**config.mk**
```make
export PLATFORM = sky130hd
export DESIGN_NAME = uart_rx8_flat
export DESIGN_NICKNAME = d
export VERILOG_FILES = /design/src/rtl/uart_rx8_if.sv /design/src/rtl/uart_rx8.sv /design/src/flat_wrapper.sv
export SDC_FILE = /design/constraint.sdc
export NUM_CORES = 1
export LEC_CHECK = 0
export CORE_MARGIN = 4
export CORE_UTILIZATION = 55
export DETAILED_ROUTE_END_ITERATION = 6
export GPL_TIMING_DRIVEN = 0
export PLACE_DENSITY = 0.73
export RECOVER_POWER = 100
export SLEW_MARGIN = 5
export SYNTH_ARGS = -nofsm -noshare
export SYNTH_HDL_FRONTEND = slang
export SYNTH_SLANG_ARGS = --single-unit
```
**constraint.sdc**
```tcl
create_clock -name clk -period 5.65 [get_ports clk]
set_clock_uncertainty 0.2 [all_clocks]
set_input_delay 0.8475 -clock clk [delete_from_list [all_inputs] [get_ports clk]]
set_output_delay 0.8475 -clock clk [all_outputs]
set_load 0.005 [all_outputs]
```
**src/rtl/uart_rx8_if.sv**
```systemverilog
// Serial receive bundle: the line in, plus received byte and status pulses out.
// The slave side belongs to the receiver; the master side drives the line.
interface uart_rx8_if;
    logic       rxd;
    logic [7:0] data;
    logic       valid;
    logic       frame_err;
    logic       busy;

    modport master (output rxd, input data, input valid, input frame_err, input busy);
    modport slave  (input rxd, output data, output valid, output frame_err, output busy);
endinterface

```
**src/rtl/uart_rx8.sv**
```systemverilog
// 8N1 UART receiver: synchronised line, mid-bit sampling, one-cycle valid/frame_err
// pulses, and a BREAK state that blocks restart while the line is held low.
module uart_rx8 #(
    parameter int CLKS_PER_BIT = 16
) (
    input  logic       clk,
    input  logic       rst,
    uart_rx8_if.slave  bus
);

    localparam int CW = (CLKS_PER_BIT > 1) ? $clog2(CLKS_PER_BIT) : 1;
    localparam logic [CW-1:0] CNT_LAST = CW'(CLKS_PER_BIT - 1);
    localparam logic [CW-1:0] CNT_MID  = CW'(CLKS_PER_BIT / 2 - 1);
    localparam logic [CW-1:0] CNT_ONE  = CW'(1);

    typedef enum logic [2:0] {
        IDLE  = 3'd0,
        START = 3'd1,
        DATA  = 3'd2,
        STOP  = 3'd3,
        BREAK = 3'd4
    } state_t;

    state_t        state_q, state_d;
    logic [CW-1:0] cnt_q, cnt_d;
    logic [2:0]    idx_q, idx_d;
    logic [7:0]    shift_q, shift_d;
    logic          ok_pend_q, ok_pend_d;
    logic          err_pend_q, err_pend_d;
    logic [7:0]    data_q;
    logic          valid_q;
    logic          frame_err_q;
    logic          busy_q;
    logic          sync1_q;
    logic          rxd_s;

    // Two-flop synchronizer on the asynchronous line; reset to the idle level.
    always_ff @(posedge clk or negedge rst) begin
        if (!rst) begin
            sync1_q <= 1'b1;
            rxd_s   <= 1'b1;
        end else begin
            sync1_q <= bus.rxd;
            rxd_s   <= sync1_q;
        end
    end

    // FSM and datapath state register.
    always_ff @(posedge clk or negedge rst) begin
        if (!rst) begin
            state_q    <= IDLE;
            cnt_q      <= '0;
            idx_q      <= 3'd0;
            shift_q    <= 8'h00;
            ok_pend_q  <= 1'b0;
            err_pend_q <= 1'b0;
            busy_q     <= 1'b0;
        end else begin
            state_q    <= state_d;
            cnt_q      <= cnt_d;
            idx_q      <= idx_d;
            shift_q    <= shift_d;
            ok_pend_q  <= ok_pend_d;
            err_pend_q <= err_pend_d;
            busy_q     <= (state_d != IDLE);
        end
    end

    // Next-state logic: bit timing, sampling and frame outcome.
    always_comb begin
        state_d    = state_q;
        cnt_d      = cnt_q;
        idx_d      = idx_q;
        shift_d    = shift_q;
        ok_pend_d  = 1'b0;
        err_pend_d = 1'b0;
        case (state_q)
            IDLE: begin
                if (!rxd_s) begin
                    state_d = START;
                    cnt_d   = '0;
                end else begin
                    state_d = IDLE;
                end
            end
            START: begin
                if (cnt_q == CNT_MID) begin
                    cnt_d = '0;
                    if (!rxd_s) begin
                        state_d = DATA;
                        idx_d   = 3'd0;
                    end else begin
                        state_d = IDLE;
                    end
                end else begin
                    cnt_d = cnt_q + CNT_ONE;
                end
            end
            DATA: begin
                if (cnt_q == CNT_LAST) begin
                    shift_d = {rxd_s, shift_q[7:1]};
                    cnt_d   = '0;
                    idx_d   = idx_q + 3'd1;
                    if (idx_q == 3'd7) begin
                        state_d = STOP;
                    end else begin
                        state_d = DATA;
                    end
                end else begin
                    cnt_d = cnt_q + CNT_ONE;
                end
            end
            STOP: begin
                if (cnt_q == CNT_LAST) begin
                    cnt_d = '0;
                    if (rxd_s) begin
                        ok_pend_d = 1'b1;
                        state_d   = IDLE;
                    end else begin
                        err_pend_d = 1'b1;
                        state_d    = BREAK;
                    end
                end else begin
                    cnt_d = cnt_q + CNT_ONE;
                end
            end
            BREAK: begin
                // Only a return to the idle level may rearm start detection.
                if (rxd_s) begin
                    state_d = IDLE;
                end else begin
                    state_d = BREAK;
                end
            end
            default: begin
                state_d = IDLE;
                cnt_d   = '0;
                idx_d   = 3'd0;
            end
        endcase
    end

    // Output stage: the frame result lands one cycle after the stop-bit sample.
    always_ff @(posedge clk or negedge rst) begin
        if (!rst) begin
            data_q      <= 8'h00;
            valid_q     <= 1'b0;
            frame_err_q <= 1'b0;
        end else begin
            valid_q     <= ok_pend_q;
            frame_err_q <= err_pend_q;
            if (ok_pend_q) begin
                data_q <= shift_q;
            end else begin
                data_q <= data_q;
            end
        end
    end

    assign bus.data      = data_q;
    assign bus.valid     = valid_q;
    assign bus.frame_err = frame_err_q;
    assign bus.busy      = busy_q;

endmodule

```
**src/flat_wrapper.sv**
```systemverilog
// flat-port wrapper written by rule: the top's interface ports become plain ports
module uart_rx8_flat 
#(
    parameter int CLKS_PER_BIT = 16
)
  (clk, rst, bus_rxd, bus_data, bus_valid, bus_frame_err, bus_busy);
  uart_rx8_if bus_i ();
  input  logic clk;
  input  logic rst;
  input wire logic [$bits(bus_i.rxd)-1:0] bus_rxd;
  output wire logic [$bits(bus_i.data)-1:0] bus_data;
  output wire logic [$bits(bus_i.valid)-1:0] bus_valid;
  output wire logic [$bits(bus_i.frame_err)-1:0] bus_frame_err;
  output wire logic [$bits(bus_i.busy)-1:0] bus_busy;
  assign bus_i.rxd = bus_rxd;
  assign bus_data = bus_i.data;
  assign bus_valid = bus_i.valid;
  assign bus_frame_err = bus_i.frame_err;
  assign bus_busy = bus_i.busy;
  uart_rx8 #(.CLKS_PER_BIT(CLKS_PER_BIT)) u_core (.clk(clk), .rst(rst), .bus(bus_i));
endmodule
```
; ---- Word level (Yosys, flattened, before mapping)
; Cells that the tools add are included.
; W data, S select, Z words.
[classes]
addsub = 2
n_eq_ne = 11
mux = 22
bitwise = 2
reduce_logical = 7
[ops]
columns = op, n
row1 = $mux W3, 7
row2 = $pmux W4 S4, 1
row3 = $pmux W3 S5, 1
row4 = $mux W4, 3
row5 = $pmux W3 S3, 1
row6 = $mux W1, 8
row7 = $eq A3 B2 Y1 const B, 2
row8 = $eq A3 B3 Y1 const B, 2
row9 = $add A4 B1 Y4 const B, 1
row10 = $eq A4 B3 Y1 const B, 1
row11 = $eq A4 B4 Y1 const B, 1
row12 = $ne A2 B1 Y1 const B, 2
row13 = $ne A2 B2 Y1 const B, 2
row14 = $reduce_and A2 Y1, 2
row15 = $reduce_and A4 Y1, 1
row16 = $add A3 B1 Y3 const B, 1
row17 = $eq A3 B1 Y1 const B, 1
row18 = $logic_not A3 Y1, 1
row19 = $reduce_bool A3 Y1, 1
row20 = $reduce_or A3 Y1, 1
row21 = $mux W2, 1
row22 = $not A1 Y1, 2
row23 = $reduce_or A2 Y1, 1
[word_totals]
ff_bits = 33
inputBits = 3
out_inout_bits = 11
elab_cells = 56

; ---- Longest topological paths before layout
; Gate-level depths: netlist of the first run.
[depth]
word_depth = 5
mapped_depth = 5

; ---- Worst setup path after synthesis of the first run
; No wires, ideal clock.
[synth_timing]
path_kind = reg-to-reg
startpoint = reg u_core.cnt_q[0]
endpoint = reg u_core.busy_q (netlist: u_core.bus.busy)
arrival_time_ns = 1.567
path_slack_ns = 3.744
path_stages_with_launch = 6
n_path_buf = 0
cell_sequence = dfrtp_1 > ha_1 > and2_4 > a32oi_1 > o21ai_1 > or4_1
[synth_via]
elab_chain_len = 4
[synth_lines]
columns = element, line_no
row1 = from (decl), uart_rx8.sv:25  ; logic [CW-1:0] cnt_q, cnt_d;
row2 = from (signal assigned), uart_rx8.sv:60  ; cnt_q <= cnt_d;
row3 = $eq A4 B4 Y1 or $eq A4 B3 Y1 (tied branches), "uart_rx8.sv:100, uart_rx8.sv:114, uart_rx8.sv:87"
row4 = "$mux W3, on equally long branches", "uart_rx8.sv:114, uart_rx8.sv:87, uart_rx8.sv:100"
row5 = $pmux W3 S5 (*), uart_rx8.sv:77  ; case (state_q)
row6 = net u_core.state_d[0], uart_rx8.sv:24  ; state_t state_q, state_d;
row7 = $reduce_bool A3 Y1 (*), uart_rx8.sv:65  ; busy_q <= (state_d != IDLE);
row8 = to (signal assigned), uart_rx8.sv:65
row9 = to (decl), uart_rx8.sv:33  ; logic busy_q;
; Mark *: on every way through the listed nets, which the timed path passes. The rest lies on a longest branch.
; A chain may end at the register's enable or synchronous reset.

; ---- Worst setup path in the final report of the first run
[layout_timing]
startpoint = reg u_core.cnt_q[0]
endpoint = reg u_core.shift_q[4]
[layout_via]
elab_chain_len = 2
[layout_lines]
columns = element, line_no
row1 = $eq A4 B4 Y1, uart_rx8.sv:100  ; if (cnt_q == CNT_LAST) begin
row2 = $reduce_and A2 Y1 (no line), n/a
row3 = to (signal assigned), uart_rx8.sv:62  ; shift_q <= shift_d;
row4 = to (decl), uart_rx8.sv:27  ; logic [7:0] shift_q, shift_d;
; Every way passes these cells.

==> results of run 1 <==
[cells in the mapped netlist, drive strengths merged]
| cell type | n |
|---|---|
| dfrtp | 31 |
| mux2 | 16 |
| nor2 | 8 |
| nand2 | 7 |
| o21ai | 6 |
| buf | 5 |
| a21oi | 4 |
| a22o | 4 |
| nand3 | 4 |
| ha | 3 |
| and2 | 2 |
| dfstp | 2 |
| inv | 2 |
| nor2b | 2 |
| nor3 | 2 |
| or4 | 2 |
| xnor2 | 2 |
| a311oi | 1 |
| a31oi | 1 |
| a32oi | 1 |
| and3b | 1 |
| clkbuf | 1 |
| nand2b | 1 |
| nor4b | 1 |
| o21a | 1 |
| o221ai | 1 |
| or3 | 1 |
| xor2 | 1 |
[cell families (layout without fill, tap and decap cells)]
group | count (synthesis) | count (layout) | synth area share [%]
AOI/OAI and AO/OA | 19 | 19 | 8.795
xor gates and xnor gates | 3 | 3 | 1.847
adders and majority gates | 3 | 3 | 2.639
buffers and inverters | 8 | 29 | 2.990
DFF | 33 | 33 | 58.22
muxes | 16 | 16 | 12.66
and+or+nand+nor | 31 | 31 | 12.84
[final timing paths]
| kind | startpoint | endpoint | slack (ns) | cells past startpoint |
|---|---|---|---|---|
| setup / recovery | u_core.cnt_q[0] | u_core.shift_q[4] | 3.05 | 4 |
| hold / removal | u_core.sync1_q | u_core.rxd_s | 0.16 | 0 |
| setup reg to reg | u_core.cnt_q[0] | u_core.shift_q[4] | 3.05 | 4 |
| hold reg to reg | u_core.sync1_q | u_core.rxd_s | 0.16 | 0 |
| max in group asynchronous | rst | u_core.cnt_q[2] | 3.51 | 1 |
| min in group asynchronous | rst | u_core.bus.valid | 0.75 | 1 |
[routing by layer]
metal  routed length [um]  up-vias  GRT usage, %
li1                     -      446             -
met1                 1051      450         21.66
met5                    0        -             0
met2                 1117       19         26.18
met3                  125        5         6.360
met4                   49        0         7.120
[cell type report]
cell class / instances / share of cell area [%]
timing repair buffer: 13 / 7.511
sequential: 33 / 50.23
inverter: 2 / 0.4552
clock buffer: 7 / 3.338
clock inverter: 1 / 1.821
tap: 30 / 2.276
buffer: 6 / 2.049
multi-input combinational: 72 / 32.32
[sequential cells by signal (all words and copies together) (netlist names), 3 cells and up]
name             flops
u_core.idx_q         3
u_core.state_q       3
u_core.shift_q       8
u_core.bus.data      8
u_core.cnt_q         4
[through the flow]
stage / hold WS (ns) / worst slack (ns) / std cells
5_1_grt: 0.1735 / 2.884 / 164
6_report: 0.1609 / 3.046 / 164
3_5_place_dp: 0.1488 / 3.640 / 156
3_3_place_gp: 0.1317 / 2.958 / 156
2_1_floorplan: 0.1312 / 3.744 / 113
4_1_cts: 0.1632 / 3.386 / 164
[power groups by stage]
stage | clock network [uW] | registers [uW] | logic [uW]
3_5_place_dp | 0 | 301 | 187
4_1_cts | 186 | 297 | 188
2_1_floorplan | 0 | 295 | 146
6_report | 179 | 297 | 176
3_3_place_gp | 0 | 299 | 178
5_1_grt | 197 | 302 | 201
[worst max-delay path, stage by stage, from the launching register on]
cell and delay [ns]:
dfrtp_1 0.40, ha_1 0.25, nand3_1 0.13, nor3_1 1.09
mux2_2 0.43
==> results.py, run 1 <==
metrics = {
    "power_and_ir_drop": {
        "power.leakage_uw": 0.0008035,
        "seqPwrFrac_pct": 45.5,
        "p_total_uw": 651.5,
        "vdd_drop_max_mv": 0.3253,
        "pwr-share-clk_pct": 27.4,
        "swShare_pct": 30.23,
        "switching_power_uw": 197.0,
        "pwr-share-comb_pct": 27.1,
        "powerDensity_nw_per_um2": 395.0,
        "internal-power_uw": 454.5,
    },
    "detailed_routing": {
        "wl_per_cell_um": 14.29,
        "dr.pass1.iters": 4,
        "ant_nets": 0,
        "drc": 0,
        "drtIter0Drc": 13,
        "vias": 920,
        "vias_per_cell": 5.610,
        "wl_mm": 2.343,
    },
    "yosys": {
        "synth_fp_nets": 119,
        "synth.largest_area_cell": "dfrtp_1",
        "synth.avg_cell_area_sq_um": 12.59,
        "synth_top_area_share_pct": 54.53,
        "synth_area_sq_um": 1423,
        "synth_area_leaders": "dfrtp_1 (55%), mux2_2 (9.5%), dfstp_2 (3.7%), mux2_1 (3.2%), ha_1 (2.6%)",
        "synth_seq_cells": 33,
        "synth_warnings": 0,
        "syn_inst": 113,
        "synth_cell_types": 34,
        "synth_seq_area_share_pct": 58.22,
    },
    "cts": {
        "postCtsSetupBuffers": 0,
        "cts.hold.buffers_added": 0,
        "h-tree-depth": 2,
        "clockRootBuffer": "clkbuf_4",
        "cts_tree": "done",
        "clockBufferDepth": 2,
        "clock-sinks": 33,
        "cts_made_buffers": 5,
        "path_clk_slew_ns": 0.10,
        "clk-insertion-delay-late_ns": 0.32,
        "ctsResizeCount": 0,
    },
    "cells_and_area": {
        "layout.nets": 139,
        "register_area_sq_um": 828.3,
        "drive_above_1_share_pct": 18.66,
        "multi_input_area_sq_um": 533.0,
        "fin_area_sq_um": 1649,
        "areaGrowthSynthToFinish_pct": 15.92,
        "antenna_cells": 0,
        "fill_cells": 191,
        "final_common_cell": "dfrtp_1",
        "fin_util_pct": 66.57,
        "layout_common_cells": "dfrtp_1 (31), dlygate4sd3_1 (12), mux2_2 (11), nor2_1 (8), nand2_1 (7)",
    },
    "floorplanning": {
        "row_count": 18,
        "die-area_sq_um": 3465,
        "core_sq_um": 2477,
        "dieHeight_um": 58.86,
        "fp.dieW_um": 58.86,
        "initial_core_util_pct": 57.42,
        "pin_count": 14,
    },
    "setup_path": {
        "crit_required_ns": 5.67,
        "start_kind": "register",
        "path_class": "reg -> reg",
        "worstPathArrival_ns": 2.62,
        "endpoint_kind": "register",
        "crit_fanout": 10,
    },
    "sta": {
        "fmax_ghz": 0.3841,
        "slew_violations": 34,
        "rsz0062_at_grt": "no",
        "final.setup.tns_ns": 0,
        "worst_pin_slew_ns": 1.707,
        "slew_headroom_pct": -13.79,
        "layout_min_cycle_time_ns": 2.604,
        "finalHoldViolations": 0,
        "setup_violations": 0,
        "post-route-period-util_pct": 46.08,
    },
    "placed_design": {
        "place_area_sq_um": 1585,
        "place_congestion": 0.8118,
        "hpwl_mm": 1.647,
        "port_buffers": 13,
    },
    "global_routing": {
        "grt_max_degree": 34,
        "grt_pass1_wl_mm": 4.333,
        "globalRouteOverflowTotal": 0,
        "grt_pass1_vias": 955,
        "antenna_found_initial": 0,
        "grt_util_all_layers_pct": 17.04,
    },
    "outcome": {
        "violations": "max-capacitance violations, max-slew violations",
        "status": "complete, but fails checks",
    },
    "flow_run": {
        "maxCapViolCount": 1,
    },
    "min_path": {
        "hp-class": "reg -> reg",
    },
}
(Power assumes the default switching activity.)
==> run 2, diff against run 1 <==
- clock period: 5.65 -> 2.4 ns (I/O delays scaled with it)
==> run 2 against run 1 <==
Effect of this change: the run now ends clean; sequential power grew 140%; count of clock-buffer cells in the layout is the same; flip-flop and latch count is the same; critical path type unchanged.
==> results.py, run 2 (synthesized netlist as in run 1, its figures left out) <==
metrics = {
    "outcome": {
        "status": "finished clean",
    },
    "sta": {
        "final.setup.tns_ns": 0,
        "fmax_ghz": 0.4668,
        "layout_min_cycle_time_ns": 2.142,
        "slew_violations": 0,
        "setup_violations": 0,
        "worst_pin_slew_ns": 0.8227,
        "finalHoldViolations": 0,
        "post-route-period-util_pct": 89.25,
        "slew_headroom_pct": 44.85,
        "hold-worst-slack_ns": 0.1608,
        "rsz0062_at_grt": "no",
    },
    "cells_and_area": {
        "layout.nets": 140,
        "areaGrowthSynthToFinish_pct": 17.41,
        "fin_area_sq_um": 1670,
        "register_area_sq_um": 828.3,
        "layoutNonFillerInstCount": 165,
        "multi_input_area_sq_um": 543.0,
        "drive_above_1_share_pct": 20.74,
        "fill_cells": 188,
        "antenna_cells": 0,
        "fin_util_pct": 67.42,
        "final_common_cell": "dfrtp_1",
        "layout_common_cells": "dfrtp_1 (31), dlygate4sd3_1 (13), mux2_2 (11), nor2_1 (8), nand2_1 (7)",
    },
    "floorplanning": {
        "fp.dieW_um": 58.86,
        "die-area_sq_um": 3465,
        "initial_core_util_pct": 57.42,
        "pin_count": 14,
        "core_sq_um": 2477,
        "dieHeight_um": 58.86,
        "row_count": 18,
    },
    "setup_path": {
        "worstPathArrival_ns": 2.16,
        "worstRegToRegCells": 4,
        "start_kind": "register",
        "timing.rr.start": "u_core.cnt_q[0]",
        "crit_end": "u_core.shift_q[4]",
        "r2r_end": "u_core.shift_q[4]",
        "crit_fanout": 10,
        "path_class": "reg -> reg",
        "crit_path_start": "u_core.cnt_q[0]",
        "r2r_setup_slack_ns": 0.26,
        "endpoint_kind": "register",
        "crit_required_ns": 2.42,
    },
    "cts": {
        "cts_tree": "done",
        "clk-insertion-delay-late_ns": 0.32,
        "postCtsSetupBuffers": 0,
        "cts.hold.buffers_added": 1,
        "clock-sinks": 33,
        "path_clk_slew_ns": 0.09,
        "cts_made_buffers": 5,
        "ctsResizeCount": 0,
        "clockBufferDepth": 2,
        "clockRootBuffer": "clkbuf_4",
        "h-tree-depth": 2,
    },
    "min_path": {
        "hp-class": "reg -> reg",
    },
    "detailed_routing": {
        "dr.pass1.iters": 4,
        "vias": 921,
        "ant_nets": 0,
        "drc": 0,
        "wl_per_cell_um": 14.25,
        "drtIter0Drc": 17,
        "wl_mm": 2.352,
        "vias_per_cell": 5.582,
    },
    "power_and_ir_drop": {
        "vdd_drop_max_mv": 0.7660,
        "power.leakage_uw": 0.0008122,
        "pwr-share-clk_pct": 27.2,
        "internal-power_uw": 1073,
        "seqPwrFrac_pct": 45.3,
        "switching_power_uw": 470.7,
        "pwr-share-comb_pct": 27.5,
        "swShare_pct": 30.49,
        "powerDensity_nw_per_um2": 924.4,
    },
    "flow_run": {
        "maxCapViolCount": 0,
    },
    "placed_design": {
        "place_congestion": 0.8118,
        "place_area_sq_um": 1585,
        "port_buffers": 13,
        "hpwl_mm": 1.647,
        "dp_cells": 156,
    },
    "global_routing": {
        "grt_pass1_wl_mm": 4.333,
        "grt_util_all_layers_pct": 17.04,
        "antenna_found_initial": 0,
        "grt_max_degree": 34,
        "globalRouteOverflowTotal": 0,
        "grt_pass1_vias": 955,
    },
}
==> run 2: layout make-up <==
type	instances	share of cell area [%]
Clock buffer	7	3.296
Buffer	6	2.022
Inverter	2	0.4494
Clock inverter	1	1.798
Tap cell	30	2.247
Multi-Input combinational cell	72	32.51
Timing Repair Buffer	14	8.090
Sequential cell	33	49.59
==> run 2: critical path, stage by stage, from the launching register on <==
cell and delay [ns]:
dfrtp_1 0.40, ha_1 0.27, nand3_2 0.11, nor3_2 0.64
mux2_2 0.42
==> run 2: through the flow <==
stage / power, uW / setup slack [ns]
after global placement: 1123 / 0.1956
after global routing: 1660 / 0.1539
final: 1544 / 0.2579
after floorplan: 1039 / 0.4941
after CTS: 1581 / 0.3832
after detailed placement: 1149 / 0.3895
==> run 2: worst min path at each step <==
stage	from	end	slack, ns	cells after the start
6_report	u_core.sync1_q	u_core.rxd_s	0.16	0
5_1_grt	u_core.sync1_q	u_core.rxd_s	0.17	0
4_1_cts	u_core.sync1_q	u_core.rxd_s	0.16	0
3_5_place_dp	u_core.sync1_q	u_core.rxd_s	0.15	0
3_3_place_gp	u_core.err_pend_q	u_core.bus.frame_err	0.13	0
2_1_floorplan	rst	u_core.bus.busy	-0.14	0
==> run 2: power by group through the flow <==
| stage | combinational [uW] | clock (uW) | sequential (uW) |
|---|---|---|---|
| finish | 425 | 420 | 700 |
| global route | 484 | 463 | 712 |
| CTS | 444 | 438 | 699 |
| detailed placement | 440 | 0 | 709 |
| global placement | 418 | 0 | 705 |
| floorplan | 344 | 0 | 695 |
==> run 2: metal layers <==
layer / GRT usage [%] / wire length, um / vias to the layer above
li1: - / - / 445
met1: 21.66 / 1040 / 455
met2: 26.18 / 1144 / 17
met3: 6.360 / 121 / 4
met4: 7.120 / 45 / 0
met5: 0 / 0 / -
